**src/rtl/alu_nbit_seq_if.sv**
```systemverilog
// Issue/writeback bundle for alu_nbit_seq: operand valid/ready in, result valid/ready out.
interface alu_nbit_seq_if #(
  parameter int WIDTH = 4
);
  logic             in_valid;
  logic             in_ready;
  logic [WIDTH-1:0] a;
  logic [WIDTH-1:0] b;
  logic             cin;
  logic [2:0]       s_op;
  logic             out_valid;
  logic             out_ready;
  logic [WIDTH-1:0] z;
  logic [WIDTH-1:0] z_hi;
  logic             cout;
  logic             ovf;
  logic             zero;

  modport master (
    output in_valid, a, b, cin, s_op, out_ready,
    input  in_ready, out_valid, z, z_hi, cout, ovf, zero
  );

  modport slave (
    input  in_valid, a, b, cin, s_op, out_ready,
    output in_ready, out_valid, z, z_hi, cout, ovf, zero
  );
endinterface

```
**src/rtl/alu_nbit_seq.sv**
```systemverilog
// Registered WIDTH-bit ALU with an iterative shift-add unsigned multiplier.
// One operation in flight; result held under valid/ready until the consumer takes it.
module alu_nbit_seq #(
  parameter int WIDTH = 4,
  parameter int SHW   = $clog2(WIDTH)
) (
  input logic           clk,
  input logic           rst_n,
  alu_nbit_seq_if.slave bus
);

  localparam int CW = $clog2(WIDTH + 1);

  localparam logic [2:0] OP_ADD = 3'b000;
  localparam logic [2:0] OP_SUB = 3'b001;
  localparam logic [2:0] OP_AND = 3'b010;
  localparam logic [2:0] OP_OR  = 3'b011;
  localparam logic [2:0] OP_XOR = 3'b100;
  localparam logic [2:0] OP_MUL = 3'b101;
  localparam logic [2:0] OP_SHL = 3'b110;
  localparam logic [2:0] OP_SHR = 3'b111;

  typedef enum logic [1:0] {IDLE, BUSY, DONE} state_t;

  state_t             state, state_nxt;
  logic [CW-1:0]      cnt;
  logic [2*WIDTH-1:0] mcand_p0, acc_p0, acc_nxt;
  logic [WIDTH-1:0]   mplier_p0;
  logic [WIDTH-1:0]   z_r, z_hi_r;
  logic               cout_r, ovf_r, zero_r;
  logic               accept, mul_last;
  logic [WIDTH-1:0]   res_lo, bb;
  logic [WIDTH:0]     sum;
  logic               res_c, res_v;

  function automatic logic add_ovf(input logic sa, input logic sb, input logic sz);
    return (sa == sb) && (sz != sa);
  endfunction

  assign accept   = bus.in_valid && (state == IDLE);
  assign mul_last = (cnt == CW'(WIDTH - 1));
  assign acc_nxt  = mplier_p0[0] ? (acc_p0 + mcand_p0) : acc_p0;

  // Single-cycle datapath, evaluated straight off the operand bus
  always_comb begin
    res_lo = '0;
    res_c  = 1'b0;
    res_v  = 1'b0;
    bb     = (bus.s_op == OP_SUB) ? ~bus.b : bus.b;
    sum    = {1'b0, bus.a} + {1'b0, bb} + {{WIDTH{1'b0}}, bus.cin};
    case (bus.s_op)
      OP_ADD, OP_SUB: begin
        res_lo = sum[WIDTH-1:0];
        res_c  = sum[WIDTH];
        res_v  = add_ovf(bus.a[WIDTH-1], bb[WIDTH-1], sum[WIDTH-1]);
      end
      OP_AND:  res_lo = bus.a & bus.b;
      OP_OR:   res_lo = bus.a | bus.b;
      OP_XOR:  res_lo = bus.a ^ bus.b;
      OP_SHL:  res_lo = bus.a << bus.b[SHW-1:0];
      OP_SHR:  res_lo = bus.a >> bus.b[SHW-1:0];
      default: res_lo = '0;
    endcase
  end

  always_comb begin
    state_nxt = state;
    case (state)
      IDLE:    if (bus.in_valid) state_nxt = (bus.s_op == OP_MUL) ? BUSY : DONE;
      BUSY:    if (mul_last) state_nxt = DONE;
      DONE:    if (bus.out_ready) state_nxt = IDLE;
      default: state_nxt = IDLE;
    endcase
  end

  // Control and result registers
  always_ff @(posedge clk or negedge rst_n) begin
    if (!rst_n) begin
      state  <= IDLE;
      cnt    <= '0;
      z_r    <= '0;
      z_hi_r <= '0;
      cout_r <= 1'b0;
      ovf_r  <= 1'b0;
      zero_r <= 1'b1;
    end else begin
      state <= state_nxt;
      if (accept) cnt <= '0;
      else if (state == BUSY) cnt <= cnt + CW'(1);
      if (accept && bus.s_op != OP_MUL) begin
        z_r    <= res_lo;
        z_hi_r <= '0;
        cout_r <= res_c;
        ovf_r  <= res_v;
        zero_r <= (res_lo == '0);
      end else if (state == BUSY && mul_last) begin
        z_r    <= acc_nxt[WIDTH-1:0];
        z_hi_r <= acc_nxt[2*WIDTH-1:WIDTH];
        cout_r <= 1'b0;
        ovf_r  <= 1'b0;
        zero_r <= (acc_nxt == '0);
      end
    end
  end

  // Multiplier datapath: LSB-first multiplier bit, shifted multiplicand
  always_ff @(posedge clk) begin
    if (accept) begin
      mcand_p0  <= {{WIDTH{1'b0}}, bus.a};
      mplier_p0 <= bus.b;
      acc_p0    <= '0;
    end else if (state == BUSY) begin
      acc_p0    <= acc_nxt;
      mplier_p0 <= mplier_p0 >> 1;
      mcand_p0  <= mcand_p0 << 1;
    end
  end

  assign bus.in_ready  = (state == IDLE);
  assign bus.out_valid = (state == DONE);
  assign bus.z         = z_r;
  assign bus.z_hi      = z_hi_r;
  assign bus.cout      = cout_r;
  assign bus.ovf       = ovf_r;
  assign bus.zero      = zero_r;

endmodule
```
**src/flat_wrapper.sv**
```systemverilog
// flat-port wrapper written by rule: the top's interface ports become plain ports
module alu_nbit_seq_flat 
#(
  parameter int WIDTH = 4,
  parameter int SHW   = $clog2(WIDTH)
)
  (clk, rst_n, bus_in_valid, bus_a, bus_b, bus_cin, bus_s_op, bus_out_ready, bus_in_ready, bus_out_valid, bus_z, bus_z_hi, bus_cout, bus_ovf, bus_zero);
  alu_nbit_seq_if #(.WIDTH(WIDTH)) bus_i ();
  input logic clk;
  input logic rst_n;
  input wire logic [$bits(bus_i.in_valid)-1:0] bus_in_valid;
  input wire logic [$bits(bus_i.a)-1:0] bus_a;
  input wire logic [$bits(bus_i.b)-1:0] bus_b;
  input wire logic [$bits(bus_i.cin)-1:0] bus_cin;
  input wire logic [$bits(bus_i.s_op)-1:0] bus_s_op;
  input wire logic [$bits(bus_i.out_ready)-1:0] bus_out_ready;
  output wire logic [$bits(bus_i.in_ready)-1:0] bus_in_ready;
  output wire logic [$bits(bus_i.out_valid)-1:0] bus_out_valid;
  output wire logic [$bits(bus_i.z)-1:0] bus_z;
  output wire logic [$bits(bus_i.z_hi)-1:0] bus_z_hi;
  output wire logic [$bits(bus_i.cout)-1:0] bus_cout;
  output wire logic [$bits(bus_i.ovf)-1:0] bus_ovf;
  output wire logic [$bits(bus_i.zero)-1:0] bus_zero;
  assign bus_i.in_valid = bus_in_valid;
  assign bus_i.a = bus_a;
  assign bus_i.b = bus_b;
  assign bus_i.cin = bus_cin;
  assign bus_i.s_op = bus_s_op;
  assign bus_i.out_ready = bus_out_ready;
  assign bus_in_ready = bus_i.in_ready;
  assign bus_out_valid = bus_i.out_valid;
  assign bus_z = bus_i.z;
  assign bus_z_hi = bus_i.z_hi;
  assign bus_cout = bus_i.cout;
  assign bus_ovf = bus_i.ovf;
  assign bus_zero = bus_i.zero;
  alu_nbit_seq #(.WIDTH(WIDTH), .SHW(SHW)) u_core (.clk(clk), .rst_n(rst_n), .bus(bus_i));
endmodule
```
**config.mk**
```make
export PLATFORM = sky130hd
export DESIGN_NAME = alu_nbit_seq_flat
export DESIGN_NICKNAME = d
export VERILOG_FILES = /design/src/rtl/alu_nbit_seq_if.sv /design/src/rtl/alu_nbit_seq.sv /design/src/flat_wrapper.sv
export SDC_FILE = /design/constraint.sdc
export NUM_CORES = 1
export LEC_CHECK = 0
export CELL_PAD_IN_SITES_DETAIL_PLACEMENT = 1
export CELL_PAD_IN_SITES_GLOBAL_PLACEMENT = 2
export CORE_MARGIN = 2
export CORE_UTILIZATION = 35
export DETAILED_ROUTE_END_ITERATION = 8
export PLACE_DENSITY_LB_ADDON = 0.12
export SKIP_CTS_REPAIR_TIMING = 1
export SYNTH_ARGS = -nofsm -noshare
export SYNTH_HDL_FRONTEND = slang
export SYNTH_SLANG_ARGS = --single-unit
```
**constraint.sdc**
```tcl
create_clock -name clk -period 4.1 [get_ports clk]
set_clock_uncertainty 0.15 [all_clocks]
set_input_delay 0.615 -clock clk [delete_from_list [all_inputs] [get_ports clk]]
set_output_delay 0.615 -clock clk [all_outputs]
set_load 0.02 [all_outputs]
```
# Word level (Yosys, flattened, before mapping)
# Cells that the tools add are included.
# op_classes
add_sub_neg	4
eq_ne	16
shift	2
n_mux	25
bitwise	4
n_reduce_logical	12
# ops
cell	n
$mux W4	9
$pmux W4 S6	1
$eq A3 B3 Y1 const B	4
$eq A3 B2 Y1 const B	3
$add A8 B8 Y8	1
$logic_not A8 Y1	1
$mux W2	4
$mux W8	1
$mux W1	7
$mux W3	2
$pmux W2 S3	1
$add A4 B4 Y5	1
$add A5 B1 Y5	1
$and A4 B4 Y4	1
$logic_and A1 B1 Y1	4
$logic_not A4 Y1	1
$ne A2 B2 Y1 const B	2
$not A4 Y4	1
$or A4 B4 Y4	1
$reduce_bool A2 Y1	2
$shl A4 B2 Y4	1
$shr A4 B2 Y4	1
$xor A4 B4 Y4	1
$add A3 B1 Y3 const B	1
11 further kinds	11
# word_totals
register_bits	36
inputBits	16

# Depth between registers and ports, before layout
# logic_depth
depth_word	8
mapped_depth	13
mapped_depth_nobuf	11

# Least setup slack after synthesis
# OpenSTA, ideal clock, no wires.
# synth_timing
path_type	input -> register
from	in bus_s_op[1]
to	reg u_core.zero_r, in the netlist u_core.bus.zero
t_arrival_ps	3071
t_required_ps	3862
slack_ps	791
stages	13
cell_sequence	clkbuf_1 nor2_1 and2_1 clkbuf_1 xnor2_1 fa_1 fa_1 nor2b_1 or3_1 a21oi_1 nor3_1 a32oi_1 o41ai_2
# synth_via
elab_chain_cells	7
elab_cells_between_ends	17
# synth_lines
element	line	text
from (decl)	flat_wrapper.sv:15	input wire logic [$bits(bus_i.s_op)-1:0] bus_s_op;
$eq A3 B1 Y1	alu_nbit_seq.sv:49, alu_nbit_seq.sv:51	
$mux W4	alu_nbit_seq.sv:49	bb = (bus.s_op == OP_SUB) ? ~bus.b : bus.b;
$add A4 B4 Y5	alu_nbit_seq.sv:50	sum = {1'b0, bus.a} + {1'b0, bb} + {{WIDTH{1'b0}}, bus.cin};
$add A5 B1 Y5	alu_nbit_seq.sv:50	
$pmux W4 S6	alu_nbit_seq.sv:51	case (bus.s_op)
$logic_not A4 Y1	alu_nbit_seq.sv:95	zero_r <= (res_lo == '0);
$mux W1	alu_nbit_seq.sv:90	if (accept && bus.s_op != OP_MUL) begin
to (signal assigned)	alu_nbit_seq.sv:95	
to (signal assigned)	alu_nbit_seq.sv:101	zero_r <= (acc_nxt == '0);
to (decl)	alu_nbit_seq.sv:30	logic cout_r, ovf_r, zero_r;
# Parallel ways exist; a longest one is shown, timed or not.
# A chain may end at the register's enable or synchronous reset.

# Worst setup path after layout
# Same ends and word-level chain as after synthesis.

==> results.yml <==
synth:
  yosysMostFrequentCell: "nand2_1"
  ys_seq_area_frac: 0.351
  ys_top_cells_by_area: "dfrtp_1 (15%), ha_1 (10%), dfxtp_1 (9.6%)"
  synth-compound-area-share: 0.198
  ys_seq_elements: 36
  synth_commonest_cells: "nand2_1 (36), o21ai_0 (35), ha_1 (21)"
  avgSynthCellArea_sq_um: 8.93
  syn-cell-area_sq_um: 2510
  synth-async-reset-ratio: 0.444
  synthFlopType: "dfrtp_1"
  synth_cell_types: 51
  yosysTopAreaCell: "dfrtp_1"
  synthDominantCellAreaShare: 0.150
  synth-simple-area-share: 0.178
  syn_inst: 281
  synth_mux_area_frac: 0.0548
  synth_top_family_by_area: "compound AO/OA/AOI/OAI gates"
  syn-num-nets: 321
  yosys_warnings: 0
  synth_adder_area_share: 0.129
  synth_xor_area_frac: 0.0384
  synth-edff-count: 8
final_layout:
  antenna_cells: 0
  area_growth_pct: 20.1
  layout.nets: 349
  fillers: 823
  drive_gt1_frac: 0.0871
  final_util: 0.439
run:
  cap_viol_max_count: 0
timing:
  maxSlewHeadroom: 0.406
  finalCritPeriodShare: 0.844
  rsz0062_at_grt: "false"
  setup-violations-final: 0
  fin_crit_ns: 3.46
  final-hold-violation-count: 0
  drv_slew: 0
  fmax_mhz: 289
  setup_tns_ns: 0
  max_slew.worst_pin.slew_ns: 0.891
clocking:
  cts_max_level: 2
  clkLatencyLatePin_ns: 0.29
  clock_tree.root_cell: "clkbuf_8"
  clk_path_buf_depth: 2
  cts_tree: "done"
  clk_pin_slew_ns: 0.08
  cts.sinks: 36
  numCtsBuffers: 5
global_routing:
  grt_pass1_wl_mm: 11.3
  grt-ovfl-total: 0
  track_usage: 0.189
  grt_start_max_net_pins: 27
  grt_pass1_vias: 2214
  antenna_found_initial: 0
drt:
  top_layer_used: "met4"
  wirelength_met1_mm: 3.27
  drc: 0
  antenna_left: 0
  drt-total-wl_mm: 6.81
  dr.pass1.iters: 4
  wl_met3_um: 146
  dr.first_iter.drc_count: 104
  vias: 2144
  drt-vias-per-instance: 5.28
  dr_wl_met2_mm: 3.31
  wl_per_cell_um: 16.8
status:
  status: "finished, final reports clean"
die:
  core_area_sq_um: 6870
  rows: 30
  dieHeight_um: 88.7
  die_x_um: 88.7
  die_area_sq_um: 7860
  start_util: 0.365
  ioPinCount: 29
min_path:
  hold_class: "reg2reg"
  whs_endpoint: "u_core.mcand_p0[6]"
  holdPathStages: 2
  min_from: "u_core.mcand_p0[5]"
setup_path:
  slowest_delay_ns: 0.42
  cp_slowest_cell: "clkdlybuf4s50_1"
  crit_top_cell: "fa_1"
  crit_fanout: 4
  r2r_start: "u_core.mcand_p0[0]"
  path_class: "in2reg"
  rr_worst_depth: 9
  crit_family: "simple AND/OR/NAND/NOR gates"
  end_kind: "flip-flop"
  worstPathArrival_ns: 3.52
  path_cells: "clkdlybuf4s50_1 > nor2_1 > and2_1 > xnor2_1 > fa_1 > fa_1 > nor2b_1 > or3_1 > a21oi_1 > nor3_1 > a32oi_1 > o41ai_2"
  startpoint_type: "input pin"
  r2r-end: "u_core.bus.zero"
  crit_buf_inv: 1
  reg2reg_setup_slack_ns: 1.61
  required_ns: 4.16
power_and_ir_drop:
  p_clk_frac: 0.235
  powerDensity_nw_per_um2: 440
  switching_share: 0.360
  p_comb_frac: 0.379
  p_sw_mw: 0.478
  internal-power_mw: 0.849
  leakagePower_nw: 1.28
  seqPwrFrac: 0.386
  peakVddDrop_uv: 120
placed_design:
  post-dp-hpwl_mm: 5.23
  globalplace.congestion: 0.815
  io_buffer_count: 28
[flip-flops by register name, summed over array words and instances, names as in the netlist]
| name | flops |
|---|---|
| u_core.acc_p0 | 8 |
| u_core.mcand_p0 | 8 |
| u_core.bus.z | 4 |
| u_core.bus.z_hi | 4 |
| u_core.mplier_p0 | 4 |
| u_core.cnt | 3 |
| u_core.state | 2 |
| u_core.bus.cout | 1 |
| u_core.bus.ovf | 1 |
| u_core.bus.zero | 1 |
[worst reg2reg max path: stages (launching register included)]
cell	delay [ns]
edfxtp_1	0.41
ha_1	0.22
inv_1	0.07
fa_1	0.25
nor2b_4	0.06
o21a_1	0.17
or3_1	0.32
a31oi_2	0.26
nand4_1	0.15
o41ai_2	0.33
[per-layer routing]
metal	track usage	vias to the layer above
met5	0	-
met4	0.0468	0
met3	0.0308	7
met2	0.320	25
met1	0.253	1051
li1	-	1061
[stage by stage]
| stage | power [mW] | instances | hold WS [ns] | area, sq um | worst slack, ns |
|---|---|---|---|---|---|
| CTS | 1.34 | 406 | 0.328 | 3020 | 0.624 |
| finish | 1.33 | 406 | 0.331 | 3020 | 0.640 |
| global route | 1.42 | 406 | 0.359 | 3020 | 0.384 |
| global placement | 1.02 | 398 | 0.313 | 2910 | 0.425 |
| floorplan | 0.830 | 281 | 0.169 | 2510 | 0.791 |
| detailed placement | 1.03 | 398 | 0.318 | 2910 | 0.343 |
[cell type report]
| class | instances | area, sq um | area share |
|---|---|---|---|
| Multi-Input combinational cell | 213 | 1500 | 0.498 |
| Sequential cell | 36 | 882 | 0.293 |
| Timing Repair Buffer | 36 | 340 | 0.113 |
| Tap cell | 96 | 120 | 0.0398 |
| Clock buffer | 6 | 72.6 | 0.0241 |
| Inverter | 17 | 63.8 | 0.0212 |
| Clock inverter | 2 | 35.0 | 0.0116 |
[cell families after synthesis]
family                   Yosys count
buffers and inverters             32
flip-flops                        36
adder cells (fa/ha/maj)           24
AO/OA/AOI/OAI                     76
XOR/XNOR                          11
multiplexers                      11
AND/OR/NAND/NOR                   91
[worst max-delay path by stage]
stage	start	endpoint	cells after the start
2_1_floorplan	bus_s_op[1]	u_core.bus.zero	13
3_3_place_gp	bus_s_op[1]	u_core.bus.zero	12
3_5_place_dp	bus_s_op[1]	u_core.bus.zero	12
4_1_cts	bus_s_op[1]	u_core.bus.zero	12
5_1_grt	bus_s_op[1]	u_core.bus.zero	12
6_report	bus_s_op[1]	u_core.bus.zero	12
[layout by cell type, fill, tap and decap left out, drive strengths merged, types with 5 or more instances in the layout]
cell	n
clkdlybuf4s50	28
o21ai	35
dfrtp	15
nand2b	5
mux2i	7
dfxtp	12
edfxtp	8
nand3	16
a21oi	9
clkbuf	6
ha	21
nor2	11
buf	8
inv	17
xnor2	8
nand2	36
nor2b	9
[power by group through the flow]
stage / registers [mW] / clock network (mW) / logic (mW)
floorplan: 0.526 / 0 / 0.304
global placement: 0.519 / 0 / 0.504
detailed placement: 0.520 / 0 / 0.512
CTS: 0.513 / 0.318 / 0.513
global route: 0.523 / 0.337 / 0.559
finish: 0.512 / 0.311 / 0.503
(Power assumes the default switching activity.)
